===== config.mk =====
export PLATFORM = sky130hd
export DESIGN_NAME = color_manager_assign_data_flat
export DESIGN_NICKNAME = d
export VERILOG_FILES = /design/src/rtl/color_manager_assign_data_if.sv /design/src/rtl/color_manager_assign_data.sv /design/src/flat_wrapper.sv
export SDC_FILE = /design/constraint.sdc
export NUM_CORES = 1
export LEC_CHECK = 0
export ABC_CLOCK_PERIOD_IN_PS = 3830
export CAP_MARGIN = 20
export CORE_ASPECT_RATIO = 2
export CORE_UTILIZATION = 52
export DETAILED_ROUTE_END_ITERATION = 12
export PLACE_DENSITY = 0.82
export REMOVE_ABC_BUFFERS = 1
export SETUP_SLACK_MARGIN = 0.2
export SYNTH_ARGS = -nofsm -noshare
export SYNTH_HDL_FRONTEND = slang
export SYNTH_SLANG_ARGS = --single-unit

===== constraint.sdc =====
create_clock -name Clk -period 3.83 [get_ports Clk]
set_input_delay 0.5745 -clock Clk [delete_from_list [all_inputs] [get_ports Clk]]
set_output_delay 0.5745 -clock Clk [all_outputs]
set_load 0.03 [all_outputs]

===== src/rtl/color_manager_assign_data_if.sv =====
`default_nettype none
// ============================================================================
// Module   : color_manager_assign_data_if
// Brief    : Valid/ready register-write bus into the colour manager.
// Revision : 1.0 - initial release
// ============================================================================
interface color_manager_assign_data_if #(
  parameter int C_ADDR_WIDTH = 12,
  parameter int C_DATA_WIDTH = 14
);
  logic [C_ADDR_WIDTH-1:0] C_Addr;
  logic [C_DATA_WIDTH-1:0] C_Data;
  logic                    C_Valid;
  logic                    C_Rdy;

  modport master (output C_Addr, output C_Data, output C_Valid, input  C_Rdy);
  modport slave  (input  C_Addr, input  C_Data, input  C_Valid, output C_Rdy);
endinterface
`default_nettype wire


===== src/rtl/color_manager_assign_data.sv =====
`default_nettype none
// ============================================================================
// Module   : color_manager_assign_data
// Brief    : Colour/porch register file and per-region pixel colour selector.
//            Macro COLOR_MANAGER_DEBUG_PATTERN_EN adds an 8-bar test pattern.
// Revision : 1.0 - initial release
// ============================================================================
module color_manager_assign_data #(
  parameter int C_ADDR_WIDTH           = 12,
  parameter int C_DATA_WIDTH           = 14,
  parameter int COUNTER_WIDTH          = 10,
  parameter int DATA_WIDTH             = 12,
  parameter int VGA_NOTIFICATION_WIDTH = 2,
  parameter int BACKPORCH_WIDTH        = 8,
  parameter int FRONTPORCH_WIDTH       = 8,
  parameter int H_ACTIVE               = 640,
  parameter int V_ACTIVE               = 480,
  parameter int ADDR_BASE              = 1000
) (
  input  wire                              Clk,
  input  wire                              Rst,
  color_manager_assign_data_if.slave       ctrl,
  input  wire                              Vertical_Split,
  input  wire                              Horizontal_Split,
  input  wire                              VGA_Debugg,
  input  wire                              Counter_X_Valid,
  input  wire [COUNTER_WIDTH-1:0]          Counter_X,
  input  wire                              Counter_Y_Valid,
  input  wire [COUNTER_WIDTH-1:0]          Counter_Y,
  output logic [VGA_NOTIFICATION_WIDTH-1:0] VGA_Notification,
  output logic                             VGA_Notification_Valid,
  output logic [DATA_WIDTH-1:0]            Data_VGA,
  output logic [BACKPORCH_WIDTH-1:0]       H_BackPorch,
  output logic [FRONTPORCH_WIDTH-1:0]      H_FrontPorch,
  output logic [BACKPORCH_WIDTH-1:0]       V_BackPorch,
  output logic [FRONTPORCH_WIDTH-1:0]      V_FrontPorch
);

  localparam logic [C_ADDR_WIDTH-1:0]  c_addr_colour = C_ADDR_WIDTH'(ADDR_BASE);
  localparam logic [C_ADDR_WIDTH-1:0]  c_addr_hbp    = C_ADDR_WIDTH'(ADDR_BASE + 1);
  localparam logic [C_ADDR_WIDTH-1:0]  c_addr_hfp    = C_ADDR_WIDTH'(ADDR_BASE + 2);
  localparam logic [C_ADDR_WIDTH-1:0]  c_addr_vbp    = C_ADDR_WIDTH'(ADDR_BASE + 3);
  localparam logic [C_ADDR_WIDTH-1:0]  c_addr_vfp    = C_ADDR_WIDTH'(ADDR_BASE + 4);
  localparam logic [COUNTER_WIDTH-1:0] c_h_active    = COUNTER_WIDTH'(H_ACTIVE);
  localparam logic [COUNTER_WIDTH-1:0] c_v_active    = COUNTER_WIDTH'(V_ACTIVE);
  localparam logic [COUNTER_WIDTH-1:0] c_h_half      = COUNTER_WIDTH'(H_ACTIVE / 2);
  localparam logic [COUNTER_WIDTH-1:0] c_v_half      = COUNTER_WIDTH'(V_ACTIVE / 2);
  localparam logic [VGA_NOTIFICATION_WIDTH-1:0] c_notif_colour = VGA_NOTIFICATION_WIDTH'(1);
  localparam logic [VGA_NOTIFICATION_WIDTH-1:0] c_notif_porch  = VGA_NOTIFICATION_WIDTH'(2);

  // Handshake FSM: INIT holds C_Rdy low until the first clock after reset.
  localparam logic [1:0] c_st_init  = 2'd0;
  localparam logic [1:0] c_st_ready = 2'd1;
  localparam logic [1:0] c_st_hold  = 2'd2;

  logic [1:0] r_state;
  logic [1:0] w_state_next;
  logic       w_rdy;

  always_ff @(posedge Clk or negedge Rst) begin
    if (!Rst) r_state <= c_st_init;
    else      r_state <= w_state_next;
  end

  always_comb begin
    w_state_next = r_state;
    case (r_state)
      c_st_init:  w_state_next = c_st_ready;
      c_st_ready: if (ctrl.C_Valid) w_state_next = c_st_hold;
      c_st_hold:  w_state_next = c_st_ready;
      default:    w_state_next = c_st_init;
    endcase
  end

  always_comb begin
    w_rdy = 1'b0;
    if (r_state == c_st_ready) w_rdy = 1'b1;
  end

  assign ctrl.C_Rdy = w_rdy;

  // Register file
  logic                    w_accept;
  logic [1:0]              w_wr_region;
  logic [DATA_WIDTH-1:0]   r_colour [4];
  logic [VGA_NOTIFICATION_WIDTH-1:0] r_notif;
  logic                    r_notif_valid;
  logic [BACKPORCH_WIDTH-1:0]  r_hbp, r_vbp;
  logic [FRONTPORCH_WIDTH-1:0] r_hfp, r_vfp;

  assign w_accept    = ctrl.C_Valid & w_rdy;
  assign w_wr_region = ctrl.C_Data[C_DATA_WIDTH-1 -: 2];

  always_ff @(posedge Clk or negedge Rst) begin
    if (!Rst) begin
      for (int i = 0; i < 4; i++) r_colour[i] <= '0;
      r_notif       <= '0;
      r_notif_valid <= 1'b0;
      r_hbp         <= BACKPORCH_WIDTH'(48);
      r_hfp         <= FRONTPORCH_WIDTH'(16);
      r_vbp         <= BACKPORCH_WIDTH'(33);
      r_vfp         <= FRONTPORCH_WIDTH'(10);
    end else begin
      r_notif_valid <= 1'b0;
      if (w_accept) begin
        case (ctrl.C_Addr)
          c_addr_colour: begin
            r_colour[w_wr_region] <= ctrl.C_Data[DATA_WIDTH-1:0];
            r_notif       <= c_notif_colour;
            r_notif_valid <= 1'b1;
          end
          c_addr_hbp: begin
            r_hbp <= ctrl.C_Data[BACKPORCH_WIDTH-1:0];
            r_notif <= c_notif_porch;
            r_notif_valid <= 1'b1;
          end
          c_addr_hfp: begin
            r_hfp <= ctrl.C_Data[FRONTPORCH_WIDTH-1:0];
            r_notif <= c_notif_porch;
            r_notif_valid <= 1'b1;
          end
          c_addr_vbp: begin
            r_vbp <= ctrl.C_Data[BACKPORCH_WIDTH-1:0];
            r_notif <= c_notif_porch;
            r_notif_valid <= 1'b1;
          end
          c_addr_vfp: begin
            r_vfp <= ctrl.C_Data[FRONTPORCH_WIDTH-1:0];
            r_notif <= c_notif_porch;
            r_notif_valid <= 1'b1;
          end
          default: ;
        endcase
      end
    end
  end

  // Pixel path: the lookup reads the pre-write colour when both land together.
  logic                  w_xr, w_yr, w_active;
  logic [DATA_WIDTH-1:0] w_pixel;
  logic [DATA_WIDTH-1:0] r_data_vga;

  assign w_xr     = Vertical_Split   & (Counter_X >= c_h_half);
  assign w_yr     = Horizontal_Split & (Counter_Y >= c_v_half);
  assign w_active = Counter_X_Valid & Counter_Y_Valid &
                    (Counter_X < c_h_active) & (Counter_Y < c_v_active);

`ifdef COLOR_MANAGER_DEBUG_PATTERN_EN
  logic [DATA_WIDTH-1:0] w_bar;
  always_comb begin
    w_bar = '0;
    case (Counter_X[COUNTER_WIDTH-1 -: 3])
      3'd0: w_bar = DATA_WIDTH'(12'h000);
      3'd1: w_bar = DATA_WIDTH'(12'hF00);
      3'd2: w_bar = DATA_WIDTH'(12'h0F0);
      3'd3: w_bar = DATA_WIDTH'(12'h00F);
      3'd4: w_bar = DATA_WIDTH'(12'hFF0);
      3'd5: w_bar = DATA_WIDTH'(12'h0FF);
      3'd6: w_bar = DATA_WIDTH'(12'hF0F);
      3'd7: w_bar = DATA_WIDTH'(12'hFFF);
      default: w_bar = '0;
    endcase
  end

  always_comb begin
    w_pixel = '0;
    if (w_active) w_pixel = VGA_Debugg ? w_bar : r_colour[{w_yr, w_xr}];
  end
`else
  logic w_unused_debugg;
  assign w_unused_debugg = VGA_Debugg;

  always_comb begin
    w_pixel = '0;
    if (w_active) w_pixel = r_colour[{w_yr, w_xr}];
  end
`endif

  always_ff @(posedge Clk or negedge Rst) begin
    if (!Rst) r_data_vga <= '0;
    else      r_data_vga <= w_pixel;
  end

  assign Data_VGA               = r_data_vga;
  assign VGA_Notification       = r_notif;
  assign VGA_Notification_Valid = r_notif_valid;
  assign H_BackPorch            = r_hbp;
  assign H_FrontPorch           = r_hfp;
  assign V_BackPorch            = r_vbp;
  assign V_FrontPorch           = r_vfp;

endmodule
`default_nettype wire


===== src/flat_wrapper.sv =====
// flat-port wrapper written by rule: the top's interface ports become plain ports
module color_manager_assign_data_flat 
#(
  parameter int C_ADDR_WIDTH           = 12,
  parameter int C_DATA_WIDTH           = 14,
  parameter int COUNTER_WIDTH          = 10,
  parameter int DATA_WIDTH             = 12,
  parameter int VGA_NOTIFICATION_WIDTH = 2,
  parameter int BACKPORCH_WIDTH        = 8,
  parameter int FRONTPORCH_WIDTH       = 8,
  parameter int H_ACTIVE               = 640,
  parameter int V_ACTIVE               = 480,
  parameter int ADDR_BASE              = 1000
)
  (Clk, Rst, Vertical_Split, Horizontal_Split, VGA_Debugg, Counter_X_Valid, Counter_X, Counter_Y_Valid, Counter_Y, VGA_Notification, VGA_Notification_Valid, Data_VGA, H_BackPorch, H_FrontPorch, V_BackPorch, V_FrontPorch, ctrl_C_Addr, ctrl_C_Data, ctrl_C_Valid, ctrl_C_Rdy);
  color_manager_assign_data_if #(.C_ADDR_WIDTH(C_ADDR_WIDTH), .C_DATA_WIDTH(C_DATA_WIDTH)) ctrl_i ();
  input  wire Clk;
  input  wire Rst;
  input  wire Vertical_Split;
  input  wire Horizontal_Split;
  input  wire VGA_Debugg;
  input  wire Counter_X_Valid;
  input  wire [COUNTER_WIDTH-1:0] Counter_X;
  input  wire Counter_Y_Valid;
  input  wire [COUNTER_WIDTH-1:0] Counter_Y;
  output logic [VGA_NOTIFICATION_WIDTH-1:0] VGA_Notification;
  output logic VGA_Notification_Valid;
  output logic [DATA_WIDTH-1:0] Data_VGA;
  output logic [BACKPORCH_WIDTH-1:0] H_BackPorch;
  output logic [FRONTPORCH_WIDTH-1:0] H_FrontPorch;
  output logic [BACKPORCH_WIDTH-1:0] V_BackPorch;
  output logic [FRONTPORCH_WIDTH-1:0] V_FrontPorch;
  input wire logic [$bits(ctrl_i.C_Addr)-1:0] ctrl_C_Addr;
  input wire logic [$bits(ctrl_i.C_Data)-1:0] ctrl_C_Data;
  input wire logic [$bits(ctrl_i.C_Valid)-1:0] ctrl_C_Valid;
  output wire logic [$bits(ctrl_i.C_Rdy)-1:0] ctrl_C_Rdy;
  assign ctrl_i.C_Addr = ctrl_C_Addr;
  assign ctrl_i.C_Data = ctrl_C_Data;
  assign ctrl_i.C_Valid = ctrl_C_Valid;
  assign ctrl_C_Rdy = ctrl_i.C_Rdy;
  color_manager_assign_data #(.C_ADDR_WIDTH(C_ADDR_WIDTH), .C_DATA_WIDTH(C_DATA_WIDTH), .COUNTER_WIDTH(COUNTER_WIDTH), .DATA_WIDTH(DATA_WIDTH), .VGA_NOTIFICATION_WIDTH(VGA_NOTIFICATION_WIDTH), .BACKPORCH_WIDTH(BACKPORCH_WIDTH), .FRONTPORCH_WIDTH(FRONTPORCH_WIDTH), .H_ACTIVE(H_ACTIVE), .V_ACTIVE(V_ACTIVE), .ADDR_BASE(ADDR_BASE)) u_core (.Clk(Clk), .Rst(Rst), .ctrl(ctrl_i), .Vertical_Split(Vertical_Split), .Horizontal_Split(Horizontal_Split), .VGA_Debugg(VGA_Debugg), .Counter_X_Valid(Counter_X_Valid), .Counter_X(Counter_X), .Counter_Y_Valid(Counter_Y_Valid), .Counter_Y(Counter_Y), .VGA_Notification(VGA_Notification), .VGA_Notification_Valid(VGA_Notification_Valid), .Data_VGA(Data_VGA), .H_BackPorch(H_BackPorch), .H_FrontPorch(H_FrontPorch), .V_BackPorch(V_BackPorch), .V_FrontPorch(V_FrontPorch));
endmodule

==> metrics.md <==
| Metric | Value |
|---|---|
| Hold Violations, Final | `0` |
| Largest net degree at the start of global routing | `87` |
| HPWL Detailed | `5480 um` |
| Critical path type | `input pin to flip-flop` |
| Worst Reg-to-Reg Cells | `4` |
| Crit path capture type | `flip-flop` |
| Tcrit/Tclk final | `63.8%` |
| Placed cell count | `438` |
| Worst Hold Class | `input pin to async pin` |
| Syn_area_per_cell | `15.3 um2` |
| Most numerous cell in the Yosys netlist | `dfrtp_1` |
| Critical path peak fanout | `8` |
| Endpoints failing setup | `0` |
| Sequential cell area fraction in the yosys report | `61.9%` |
| Slew Limit Fails | `0` |
| Drt total wl | `7820 um` |
| Die X-Extent | `63.5 um` |
| RSZ-0062 raised after global routing | `no` |
| Fmax | `409 MHz` |
| Setup TNS | `0 ns` |
| Worst path max stage delay | `0.52 ns` |
| Post-synth ARST share | `100%` |
| Yosys Warn Count | `0` |
| Post-synth EDFFs | `0` |
| Port bufs | `90` |
| Slew @ Worst Pin | `0.677 ns` |
| Via count | `2501` |
| #FFs+latches synth | `97` |
| Distinct cells, synth | `27` |
| CP cell instances | `clkdlybuf4s50_1, or2_2, nor4_4, and3_1, mux2_2` |
| DRT antenna net count | `0` |
| Worst Path Required | `4.05 ns` |
| Area share of the largest cell type after synthesis | `57.2%` |
| Num rows | `44` |
| Ant. Diodes | `0` |
| Layout cells sized above 1 | `30.3%` |
| Global-route wire length before repair | `13100 um` |
| Final Non-Filler Cells | `455` |
| Layout overhead on the synthesized area | `33.7%` |
| Initial core utilization | `54.2%` |
| Worst vdd ir | `0.393 mV` |
| H-tree depth | `3` |
| Area of the core | `7270 um2` |
| Die Span Y | `125 um` |
| Clock Path Buffers | `2` |
| CP Buf/Inv Count | `1` |
| Worst path arrival time | `2.66 ns` |
| Hold WS | `0.0994 ns` |
| Post CTS Setup Buffer Count | `0` |
| CTS-repair resized insts | `0` |
| Vias in the first global route | `2709` |
| Routed wire per std cell | `17.2 um` |
| Initial DRT Pass Iterations | `4` |
| Top post-synthesis cells by area | `dfrtp_1, mux2_2, mux2i_1` |
| Slowest stage cell, crit path | `and3_1` |
| Outcome | `complete, no violations` |
| Fin nets | `412` |
| Total gr overflow | `0` |
| Area leader, netlist | `dfrtp_1` |
| GRT Overall Usage | `21.9%` |
| Initial antenna violation count | `0` |
| DRC | `0` |
| Ports | `102` |
| Mapped Area | `3940 um2` |
| CTS tree | `yes` |
| Fin crit period | `2.44 ns` |
| Main flop type after synthesis | `dfrtp_1` |
| # fillers | `523` |
| Storage element area | `2440 um2` |
| Worst-Skew Late Latency | `0.34 ns` |
| Die area | `7940 um2` |
| CP Launch Type | `input pin` |
| Delay-heaviest family, CP | `simple AND/OR/NAND/NOR gates` |
| 1st-iter DRT viols | `94` |
| PwrDens | `375 nW/um2` |
| GPL Wtd Cong | `0.708` |
| Vias/cell | `5.50` |
| Crit. path cell count | `5` |
| Slew headroom | `54.7%` |
| Synth Instances | `258` |
| Synth cell count leaders | `dfrtp_1, mux2_2, mux2i_1` |
| Leakage | `2.55 nW` |
| Reg clk slew, reported paths | `0.06 ns` |
| MaxCap Viol Count | `0` |
| Clock skew | `0.00672 ns` |
| CTS sink cnt | `97` |
| Design Power | `1.97 mW` |
| Area of the multi-input gates | `1450 um2` |
| Total CTS buffers | `9` |
| Hold Buf Count CTS | `0` |
| Clock tree root driver cell | `clkbuf_16` |
## cell usage in the layout (no fill, tap or decap), drive strengths merged, types with 2 or more instances in the layout
master	synthesis	routed
nor4	2	2
nand3	2	2
o21a	2	2
nand2	3	3
inv	2	2
clkdlybuf4s50	0	89
buf	7	9
nand4	4	4
nand3b	4	4
mux2	80	80
o22ai	12	12
o21ai	5	5
mux2i	24	24
clkbuf	2	16
dfrtp	90	90
nor2	2	2
dfstp	7	7
nand4b	2	2
## worst paths after layout
check | start | end | slack [ns]
setup / recovery | ctrl_C_Addr[11] | u_core.V_BackPorch[4] | 1.39
hold / removal | Rst | u_core.H_BackPorch[7] | 0.1
setup reg to reg | u_core.r_state[1] | u_core.V_BackPorch[4] | 1.74
hold reg to reg | u_core.r_state[0] | u_core.r_state[0] | 0.49
max in group asynchronous | Rst | u_core.V_FrontPorch[3] | 2.85
min in group Clk | u_core.r_state[0] | u_core.r_state[0] | 0.49
## logic make-up (layout without fill, tap and decap cells)
kind of cell | after synthesis | count (layout) | share of synthesized area (%)
and+or+nand+nor | 25 | 25 | 4.45
DFF | 97 | 97 | 61.9
muxes | 104 | 104 | 29.0
buffers and inverters | 11 | 116 | 1.27
AOI/OAI and AO/OA | 21 | 21 | 3.40
## through the flow
stage | instance area, um2 | worst slack [ns] | utilization (%)
floorplan | 3890 | 0.987 | -
global placement | 4960 | 1.10 | 68.3
detailed placement | 4960 | 1.05 | 68.3
CTS | 5240 | 1.40 | 72.0
global route | 5260 | 1.26 | 72.4
finish | 5260 | 1.39 | 72.4
## where the power goes
group | internal (mW) | switching (mW) | total (mW)
Sequential | 1.03 | 0.00293 | 1.03
Clock | 0.477 | 0.337 | 0.814
Combinational | 0.0626 | 0.0645 | 0.127
## routing by layer
layer  up-vias  share of wire (%)  track usage, %  wire length (um)
met2        70                 57            39.5              4450
li1       1152                  -               -                 -
met3         7                4.9            5.66               386
met5         -                  0               0                 0
met4         0                1.5            8.56               121
met1      1272                 37            23.6              2860
## state kept, by name, indices dropped and copies added (netlist names)
name,count
u_core.r_state,2
u_core.V_FrontPorch,8
u_core.H_FrontPorch,8
u_core.VGA_Notification,2
u_core.r_colour,48
u_core.H_BackPorch,8
u_core.Data_VGA,12
u_core.V_BackPorch,8
u_core.VGA_Notification_Valid,1
## final cells by class
cell class | count | share of cell area [%]
timing repair buffer | 98 | 18.6
tap | 92 | 2.19
inverter | 2 | 0.143
multi-input combinational | 150 | 27.6
sequential | 97 | 46.3
clock buffer | 16 | 5.16
Power figures use the tool's default switching activity.
